## config.mk

```make
export PLATFORM = sky130hd
export DESIGN_NAME = soc_boot_loader_flat
export DESIGN_NICKNAME = d
export VERILOG_FILES = /design/src/rtl/soc_boot_loader_if.sv /design/src/rtl/soc_boot_loader.sv /design/src/flat_wrapper.sv
export SDC_FILE = /design/constraint.sdc
export NUM_CORES = 1
export LEC_CHECK = 0
export ABC_AREA = 0
export CORE_MARGIN = 2
export CORE_UTILIZATION = 30
export DETAILED_ROUTE_END_ITERATION = 10
export DONT_BUFFER_PORTS = 1
export SLEW_MARGIN = 30
export SYNTH_ARGS = -nofsm -noshare
export SYNTH_HDL_FRONTEND = slang
export SYNTH_SLANG_ARGS = --single-unit
```

## constraint.sdc

```tcl
create_clock -name clk -period 2.04 [get_ports clk]
set_clock_uncertainty 0.15 [all_clocks]
set_input_delay 0.408 -clock clk [delete_from_list [all_inputs] [get_ports clk]]
set_output_delay 0.408 -clock clk [all_outputs]
set_load 0.005 [all_outputs]
```

## src/rtl/soc_boot_loader_if.sv

```systemverilog
// soc_boot_loader_if: byte stream in, memory write port out, CPU start/finish handshake.
interface soc_boot_loader_if #(
    parameter int ADDR_W = 9
);
    logic              in_valid;
    logic [7:0]        in_data;
    logic              in_ready;
    logic              ld_we;
    logic [ADDR_W-1:0] ld_addr;
    logic [15:0]       ld_data;
    logic              cpu_start;
    logic              cpu_finish;
    modport master (
        input  in_valid, in_data, cpu_finish,
        output in_ready, ld_we, ld_addr, ld_data, cpu_start
    );
    modport slave (
        output in_valid, in_data, cpu_finish,
        input  in_ready, ld_we, ld_addr, ld_data, cpu_start
    );
endinterface

```

## src/rtl/soc_boot_loader.sv

```systemverilog
// soc_boot_loader: loads a big-endian word image into SoC memory, starts the CPU and waits for finish or timeout.
module soc_boot_loader #(
    parameter int ADDR_W  = 9,
    parameter int DATA_W  = 16,
    parameter int TIMEOUT = 1000
) (
    input  logic              clk,
    input  logic              rst_b,
    input  logic              go,
    soc_boot_loader_if.master bus,
    output logic              busy,
    output logic              done,
    output logic              error,
    output logic [1:0]        err_code
);
    localparam int CNT_W = ADDR_W + 1;
    localparam int RUN_W = $clog2(TIMEOUT + 1);
    localparam logic [15:0] MAX_CNT = 16'(2 ** ADDR_W);

    typedef enum logic [3:0] {
        IDLE, CNT_HI, CNT_LO, DAT_HI, DAT_LO, WRITE, START, RUN, DONE, ERR
    } state_e;

    state_e                  state_q, state_d;
    logic [DATA_W/2-1:0]     hi_q, hi_d;
    logic [DATA_W/2-1:0]     lo_q, lo_d;
    logic [ADDR_W-1:0]       addr_q, addr_d;
    logic [CNT_W-1:0]        rem_q, rem_d;
    logic [RUN_W-1:0]        run_q, run_d;
    logic [1:0]              err_q, err_d;
    logic                    rdy;
    logic                    acc;
    logic                    idle_like;
    logic                    timeout;
    logic [15:0]             count;

    assign rdy       = state_q inside {CNT_HI, CNT_LO, DAT_HI, DAT_LO};
    assign acc       = rdy && bus.in_valid;
    assign idle_like = state_q inside {IDLE, DONE, ERR};
    assign count     = {hi_q, bus.in_data};
    assign timeout   = run_q == RUN_W'(TIMEOUT - 1);

    always_ff @(posedge clk or negedge rst_b) begin
        if (!rst_b) begin
            state_q <= IDLE;
            hi_q    <= '0;
            lo_q    <= '0;
            addr_q  <= '0;
            rem_q   <= '0;
            run_q   <= '0;
            err_q   <= '0;
        end else begin
            state_q <= state_d;
            hi_q    <= hi_d;
            lo_q    <= lo_d;
            addr_q  <= addr_d;
            rem_q   <= rem_d;
            run_q   <= run_d;
            err_q   <= err_d;
        end
    end

    always_comb begin
        state_d = state_q;
        case (state_q)
            IDLE, DONE, ERR: state_d = go ? CNT_HI : state_q;
            CNT_HI:          state_d = acc ? CNT_LO : state_q;
            CNT_LO:          state_d = !acc ? state_q : (count == '0 || count > MAX_CNT) ? ERR : DAT_HI;
            DAT_HI:          state_d = acc ? DAT_LO : state_q;
            DAT_LO:          state_d = acc ? WRITE : state_q;
            WRITE:           state_d = rem_q == CNT_W'(1) ? START : DAT_HI;
            START:           state_d = RUN;
            RUN:             state_d = bus.cpu_finish ? DONE : timeout ? ERR : RUN;
            default:         state_d = IDLE;
        endcase
    end

    always_comb begin
        hi_d   = hi_q;
        lo_d   = lo_q;
        addr_d = addr_q;
        rem_d  = rem_q;
        err_d  = err_q;
        run_d  = state_q == RUN ? run_q + RUN_W'(1) : '0;
        if (idle_like && go) begin
            addr_d = '0;
            rem_d  = '0;
            err_d  = 2'd0;
        end
        if (acc && (state_q == CNT_HI || state_q == DAT_HI))
            hi_d = bus.in_data;
        if (acc && state_q == DAT_LO)
            lo_d = bus.in_data;
        if (acc && state_q == CNT_LO) begin
            rem_d = CNT_W'(count);
            err_d = count == '0 ? 2'd1 : count > MAX_CNT ? 2'd2 : 2'd0;
        end
        // the address stops on the last word so a full-memory image never wraps back to 0
        if (state_q == WRITE) begin
            rem_d  = rem_q - CNT_W'(1);
            addr_d = rem_q == CNT_W'(1) ? addr_q : addr_q + ADDR_W'(1);
        end
        if (state_q == RUN && !bus.cpu_finish && timeout)
            err_d = 2'd3;
    end

    always_comb begin
        bus.in_ready  = rdy;
        bus.ld_we     = state_q == WRITE;
        bus.ld_addr   = addr_q;
        bus.ld_data   = {hi_q, lo_q};
        bus.cpu_start = state_q == START;
        busy          = !idle_like;
        done          = state_q == DONE;
        error         = state_q == ERR;
        err_code      = err_q;
    end
endmodule

```

## src/flat_wrapper.sv

```systemverilog
// flat-port wrapper written by rule: the top's interface ports become plain ports
module soc_boot_loader_flat 
#(
    parameter int ADDR_W  = 9,
    parameter int DATA_W  = 16,
    parameter int TIMEOUT = 1000
)
  (clk, rst_b, go, busy, done, error, err_code, bus_in_valid, bus_in_data, bus_cpu_finish, bus_in_ready, bus_ld_we, bus_ld_addr, bus_ld_data, bus_cpu_start);
  soc_boot_loader_if #(.ADDR_W(ADDR_W)) bus_i ();
  input  logic clk;
  input  logic rst_b;
  input  logic go;
  output logic busy;
  output logic done;
  output logic error;
  output logic [1:0] err_code;
  input wire logic [$bits(bus_i.in_valid)-1:0] bus_in_valid;
  input wire logic [$bits(bus_i.in_data)-1:0] bus_in_data;
  input wire logic [$bits(bus_i.cpu_finish)-1:0] bus_cpu_finish;
  output wire logic [$bits(bus_i.in_ready)-1:0] bus_in_ready;
  output wire logic [$bits(bus_i.ld_we)-1:0] bus_ld_we;
  output wire logic [$bits(bus_i.ld_addr)-1:0] bus_ld_addr;
  output wire logic [$bits(bus_i.ld_data)-1:0] bus_ld_data;
  output wire logic [$bits(bus_i.cpu_start)-1:0] bus_cpu_start;
  assign bus_i.in_valid = bus_in_valid;
  assign bus_i.in_data = bus_in_data;
  assign bus_i.cpu_finish = bus_cpu_finish;
  assign bus_in_ready = bus_i.in_ready;
  assign bus_ld_we = bus_i.ld_we;
  assign bus_ld_addr = bus_i.ld_addr;
  assign bus_ld_data = bus_i.ld_data;
  assign bus_cpu_start = bus_i.cpu_start;
  soc_boot_loader #(.ADDR_W(ADDR_W), .DATA_W(DATA_W), .TIMEOUT(TIMEOUT)) u_core (.clk(clk), .rst_b(rst_b), .go(go), .bus(bus_i), .busy(busy), .done(done), .error(error), .err_code(err_code));
endmodule
```

==> flow_metrics.tcl, run 1 <==
set metrics [dict create \
    fin_cells 399 \
    antennaDiodeCount 0 \
    fin_crit_ns 1.97 \
    overflow 0 \
    timing.rr.start "u_core.rem_q[1]$_DFFE_PN0P_" \
    setup_viol 0 \
    drtAntennaViolNets 0 \
    synth.distinct_cells 55 \
    drc 0 \
    hp-class "in -> reg" \
    numPortBuffers 0 \
    synth-simple-area-share_pct 23.2 \
    synthArstFlopShare_pct 100 \
    drt_first_pass_iters 4 \
    synth_edf_count 0 \
    fmax_ghz 0.508 \
    power.density_nw_per_um2 1140 \
    die_w_um 99.1 \
    start_util_pct 31.0 \
    synth-xor-area-share_pct 2.58 \
    wl_per_cell_um 16.7 \
    grt_pass1_vias 2277 \
    ys_warn_count 0 \
    worstPathRequired_ns 1.48 \
    yosysTopAreaCell "dfrtp_1" \
    slew_viol_final 0 \
    syn_area_sq_um 2710 \
    crit_start "u_core.state_q[2]$_DFFE_PN0P_" \
    cts_root_buffer "clkbuf_8" \
    vias 2187 \
    status "completed" \
    layout_commonest_cell "dfrtp_1" \
    finalCritPeriodShare_pct 96.6 \
    final_cell_mix "48 x dfrtp_1, 22 x nand3_1, 22 x nand2_1" \
    ir_worst_vdd_v 0.000725 \
    p_leak_uw 0.00131 \
    cts_buffers 5 \
    cts.sinks 51 \
    antenna_found_initial 0 \
    grt_pass1_wl_um 11200 \
    via_per_inst 5.48 \
    synth_top_area_share_pct 47.0 \
    clk_latency_ns 0.30 \
    drive_above_1_share_pct 20.3 \
    hold_viol 0 \
    syn_to_final_growth_pct 13.4 \
    wirelength_um 6660 \
    power.total_uw 3500 \
    place.gp.congestion 0.800 \
    cts_max_path_buffers 2 \
    cp-end-kind "output pin" \
    netlist_instances 274 \
    synth-adder-area-share_pct 1.85 \
    ys_seq_area_share_pct 47.0 \
    drv_cap 0 \
    avgSynthCellArea_sq_um 9.90 \
    crit_type "reg -> out" \
    rows 34 \
    start_kind "flip-flop" \
    clk_pin_slew_ns 0.09 \
    cp.arrival_ns 1.41 \
    grt_max_degree 52 \
    holdCritStartpoint "bus_in_data[1]" \
    synth-seq-cells 51 \
    ioPinCount 46 \
    fin_nets 307 \
    die_h_um 99.1 \
    track_usage_pct 13.9 \
    max_slew.worst_pin.slew_ns 0.521 \
    core-area_sq_um 8760 \
    htreeDepth 2 \
    hpwlAfterDp_um 4770 \
    ys_top_cells_by_area "dfrtp_1 47%, mux2_2 6.2%, nand3_1 4.1%, nand2_1 3.0%, o21ai_0 3.0%" \
    ys.flop_type "dfrtp_1" \
    dp.cells 389 \
    muxShareOfSynthArea_pct 7.33 \
    drtIter0Drc 83 \
    die-area_sq_um 9820 \
    synth_top_family_by_area "simple AND/OR/NAND/NOR gates" \
    synth_compound_area_share_pct 14.9 \
    crit_fanout 14 \
    syn_nets 291 \
    max-slew-margin-rel_pct 65.0 \
    cts_tree "yes" \
]
[cell type report]
| cell class | instances | area, sq um |
|---|---|---|
| clock buffers | 7 | 76.3 |
| clock inverters | 1 | 5.00 |
| fillers | 900 | 5690 |
| inverters | 8 | 30.0 |
| multi-input cells | 203 | 1370 |
| flip-flops and latches | 51 | 1280 |
| well taps | 108 | 135 |
| repair buffers | 21 | 180 |
[cells in the mapped netlist, types with 2 or more instances]
cell type   n
a211o_1     2
a21o_1      2
a21oi_1     8
a22oi_1     2
a2bb2oi_1   3
a31o_2      3
a31oi_1     2
a32oi_1     2
and3_1      4
buf_2       3
buf_4       2
clkbuf_1    7
dfrtp_1    51
ha_1        4
inv_1       7
mux2_2     15
mux2i_1     3
nand2_1    22
nand2b_1    5
nand3_1    22
nand4_1     6
nor2_1     18
nor2b_1     5
nor3_1     10
nor3b_1     2
nor4_1      2
o21ai_0    16
o2bb2ai_1   2
o31ai_1     4
o41ai_1     2
or2_2       2
or3_1       3
or4_1       5
xnor2_1     2
xor2_1      6
[timing repair]
action	4_1_cts	5_1_grt
buffers inserted	0	0
hold buffers	2	0
gates resized for setup	1	8
setup endpoints to repair	1	7
endpoints found under the hold margin	51	0
[power breakdown]
part / leakage (uW) / switching [uW] / internal (uW) / total (uW)
logic: 0.000594 / 722 / 646 / 1370
clock network: 0.0000422 / 327 / 242 / 569
registers: 0.000675 / 291 / 1270 / 1560
total: 0.00131 / 1340 / 2160 / 3500
[final timing paths]
check / end / slack [ns] / depth (start not counted)
max in group asynchronous: u_core.rem_q[3]$_DFFE_PN0P_ / 1.03 / 2
min in group asynchronous: u_core.run_q[5]$_DFF_PN0_ / 0.46 / 2
worst min-delay path: u_core.hi_q[1]$_DFFE_PN0P_ / 0.08 / 2
worst max-delay path: done / 0.07 / 3
worst min register to register: u_core.run_q[0]$_DFF_PN0_ / 0.35 / 1
worst max register to register: u_core.bus.ld_addr[7]$_DFFE_PN0P_ / 0.13 / 6
[critical path, stage by stage (launching register included)]
cell,delay [ns]
dfrtp_1,0.42
buf_4,0.20
nand2b_1,0.23
nor3_1,0.28
[per-layer routing]
| layer | wire length, um | track usage (%) | vias up | part of all wire [%] |
|---|---|---|---|---|
| met1 | 3240 | 19.7 | 1070 | 49 |
| met4 | 41 | 2.63 | 0 | 0.62 |
| met5 | 0 | 0 | - | 0 |
| li1 | - | - | 1045 | - |
| met3 | 480 | 4.36 | 6 | 7.2 |
| met2 | 2900 | 21.3 | 66 | 44 |
[cell families (layout without fill, tap and decap cells)]
family / Yosys count / after routing
mux: 18 / 18
buf+inv: 20 / 37
xor+xnor: 8 / 8
flops: 51 / 51
compound gates: 58 / 58
simple gates: 115 / 115
fa+ha+maj: 4 / 4
[registers in the layout, summed over array words and instances (netlist names)]
| register | flops |
|---|---|
| u_core.state_q | 4 |
| u_core.rem_q | 10 |
| u_core.err_code | 2 |
| u_core.bus.ld_addr | 9 |
| u_core.lo_q | 8 |
| u_core.run_q | 10 |
| u_core.hi_q | 8 |
[per-stage QoR]
step / hold slack, ns / TNS, ns / area [sq um] / setup slack, ns / utilization [%]
finish: 0.0818 / 0 / 3080 / 0.0700 / 35.1
global route: 0.0828 / -0.0212 / 3080 / -0.0212 / 35.1
CTS: 0.0748 / 0 / 3060 / 0.00647 / 34.9
detailed placement: -0.0363 / 0 / 2930 / 0.103 / 33.5
global placement: -0.0360 / 0 / 2930 / 0.102 / 33.5
floorplan: -0.0376 / 0 / 2710 / 0.231 / -
No activity file was read; power rests on OpenSTA's default activity.
==> run 2, diff against run 1 <==
--- a/config.mk
+++ b/config.mk
@@ -10,6 +10,8 @@
 export CORE_UTILIZATION = 30
 export DETAILED_ROUTE_END_ITERATION = 10
 export DONT_BUFFER_PORTS = 1
+export PLACE_DENSITY = 0.54
+export REMOVE_ABC_BUFFERS = 1
 export SLEW_MARGIN = 30
 export SYNTH_ARGS = -nofsm -noshare
 export SYNTH_HDL_FRONTEND = slang
==> flow_metrics.tcl, run 2 (synthesis gave the netlist of run 1 again) <==
set metrics [dict create \
    drv_cap 0 \
    fmax_ghz 0.520 \
    cts_root_buffer "clkbuf_8" \
    drc 0 \
    max_slew.worst_pin.slew_ns 0.567 \
    power.density_nw_per_um2 1180 \
    r2r_end "u_core.bus.ld_addr[8]$_DFFE_PN0P_" \
    top_usage_layer "met2" \
    grt_max_degree 52 \
    numPortBuffers 0 \
    reg2reg_setup_slack_ns 0.12 \
    via_per_inst 5.47 \
    power.total_uw 3680 \
    wirelength_um 6750 \
    cts.sinks 51 \
    start_util_pct 31.0 \
    cp-end-kind "output pin" \
    grtUsageMet1_pct 19.6 \
    setup_viol 0 \
    final_cell_mix "49 x dfrtp_1, 22 x nand3_1, 22 x nand2_1, 22 x buf_4, 17 x nor2_1" \
    cts_max_path_buffers 2 \
    clk_latency_ns 0.30 \
    grt_pass1_wl_um 11000 \
    timing.rr.start "u_core.rem_q[1]$_DFFE_PN0P_" \
    p_leak_uw 0.00134 \
    rr_worst_depth 6 \
    switching_share_pct 37.1 \
    max-slew-margin-rel_pct 62.0 \
    pre_cts_ws_ns 0.140 \
    antennaDiodeCount 0 \
    rows 34 \
    p_clk_share_pct 20.0 \
    hold_viol 0 \
    hp-class "in -> reg" \
    fin_ws_ns 0.118 \
    finalCritPeriodShare_pct 94.2 \
    internal_power_uw 2310 \
    grt_use_met3_pct 4.85 \
    cpMaxStageDelayCell "dfrtp_1" \
    drive_above_1_share_pct 20.4 \
    syn_to_final_growth_pct 15.0 \
    switchingPower_uw 1370 \
    start_kind "flip-flop" \
    fillers 903 \
    grt_pass1_vias 2044 \
    crit_fanout 5 \
    vias 2200 \
    holdPathStages 2 \
    drtAntennaViolNets 0 \
    fin_nets 310 \
    crit_type "reg -> out" \
    min_to "u_core.hi_q[1]$_DFFE_PN0P_" \
    overflow 0 \
    htreeDepth 2 \
    holdCritStartpoint "bus_in_data[1]" \
    die_w_um 99.1 \
    hpwlAfterDp_um 4960 \
    ir_worst_vdd_v 0.000535 \
    layout_commonest_cell "dfrtp_1" \
    power_frac_seq_pct 42.1 \
    cp_slowest_stage_delay_ns 0.43 \
    use_met2_pct 21.2 \
    wl_per_cell_um 16.8 \
    die-area_sq_um 9820 \
    cts_buffers 5 \
    cts_tree "yes" \
    path_cells "buf_4, inv_1, o21ai_0, a21oi_1" \
    worstPathRequired_ns 1.48 \
    drt_first_pass_iters 6 \
    clk_pin_slew_ns 0.10 \
    fin_crit_ns 1.92 \
    status "completed" \
    pwr-share-comb_pct 37.9 \
    drtIter0Drc 93 \
    post-cts-setup-buffers 0 \
    cp.arrival_ns 1.36 \
    antenna_found_initial 0 \
    core-area_sq_um 8760 \
    track_usage_pct 13.9 \
    die_h_um 99.1 \
    fin_util_pct 35.6 \
    slew_viol_final 0 \
    place.gp.congestion 0.885 \
    ioPinCount 46 \
]
## run 2: how the worst max path moves through the flow
stage / startpoint / end / slack (ns) / depth (start not counted)
floorplan: u_core.state_q[1]$_DFFE_PN0P_ / u_core.bus.ld_addr[7]$_DFFE_PN0P_ / 0.05 / 4
finish: u_core.state_q[2]$_DFFE_PN0P_ / bus_in_ready / 0.12 / 4
global placement: u_core.state_q[1]$_DFFE_PN0P_ / u_core.bus.ld_addr[7]$_DFFE_PN0P_ / 0.16 / 4
CTS: u_core.state_q[2]$_DFFE_PN0P_ / error / 0.06 / 3
global route: u_core.rem_q[1]$_DFFE_PN0P_ / u_core.bus.ld_addr[5]$_DFFE_PN0P_ / -0.00009 / 7
detailed placement: u_core.rem_q[4]$_DFFE_PN0P_ / u_core.rem_q[8]$_DFFE_PN0P_ / 0.14 / 4
## run 2: area by class of cell
type	instances	area (sq um)	share of cell area (%)
clock inverter	3	46.3	1.48
timing repair buffer	24	203	6.50
sequential	51	1280	41.0
multi-input combinational	203	1360	43.5
tap	108	135	4.33
inverter	8	30.0	0.963
clock buffer	5	68.8	2.21
## run 2: critical path: cells and delay by family (launching register included)
family                 cells  cell delay, ns
DFF                        1            0.43
AOI/OAI and AO/OA          2            0.33
buffers and inverters      2            0.30
## run 2: repair_timing
item | CTS | global route
endpoints found under the setup margin | 0 | 5
endpoints found under the hold margin | 51 | 0
resized for setup | 0 | 5
hold buffers | 2 | 0
## run 2: stage by stage
step                instance area [sq um]  instances     TNS, ns  hold WS (ns)
global placement                     2960        392           0       -0.0350
detailed placement                   2960        392           0       -0.0349
global route                         3120        402  -0.0000862        0.0554
CTS                                  3110        402           0        0.0577
finish                               3120        402           0        0.0692
floorplan                            2660        262           0       -0.0376
## run 2: layer usage
| layer | part of all wire [%] | vias up |
|---|---|---|
| met4 | 0.59 | 0 |
| met5 | 0 | - |
| met1 | 45 | 1071 |
| met3 | 9.3 | 4 |
| met2 | 45 | 70 |
| li1 | - | 1055 |
## run 2: power groups by stage
stage	registers (uW)	logic [uW]	clock network, uW
final	1550	1390	735
after detailed placement	1570	1350	0
after global placement	1560	1340	0
after CTS	1550	1390	754
after global routing	1590	1560	792
after floorplan	1540	853	0
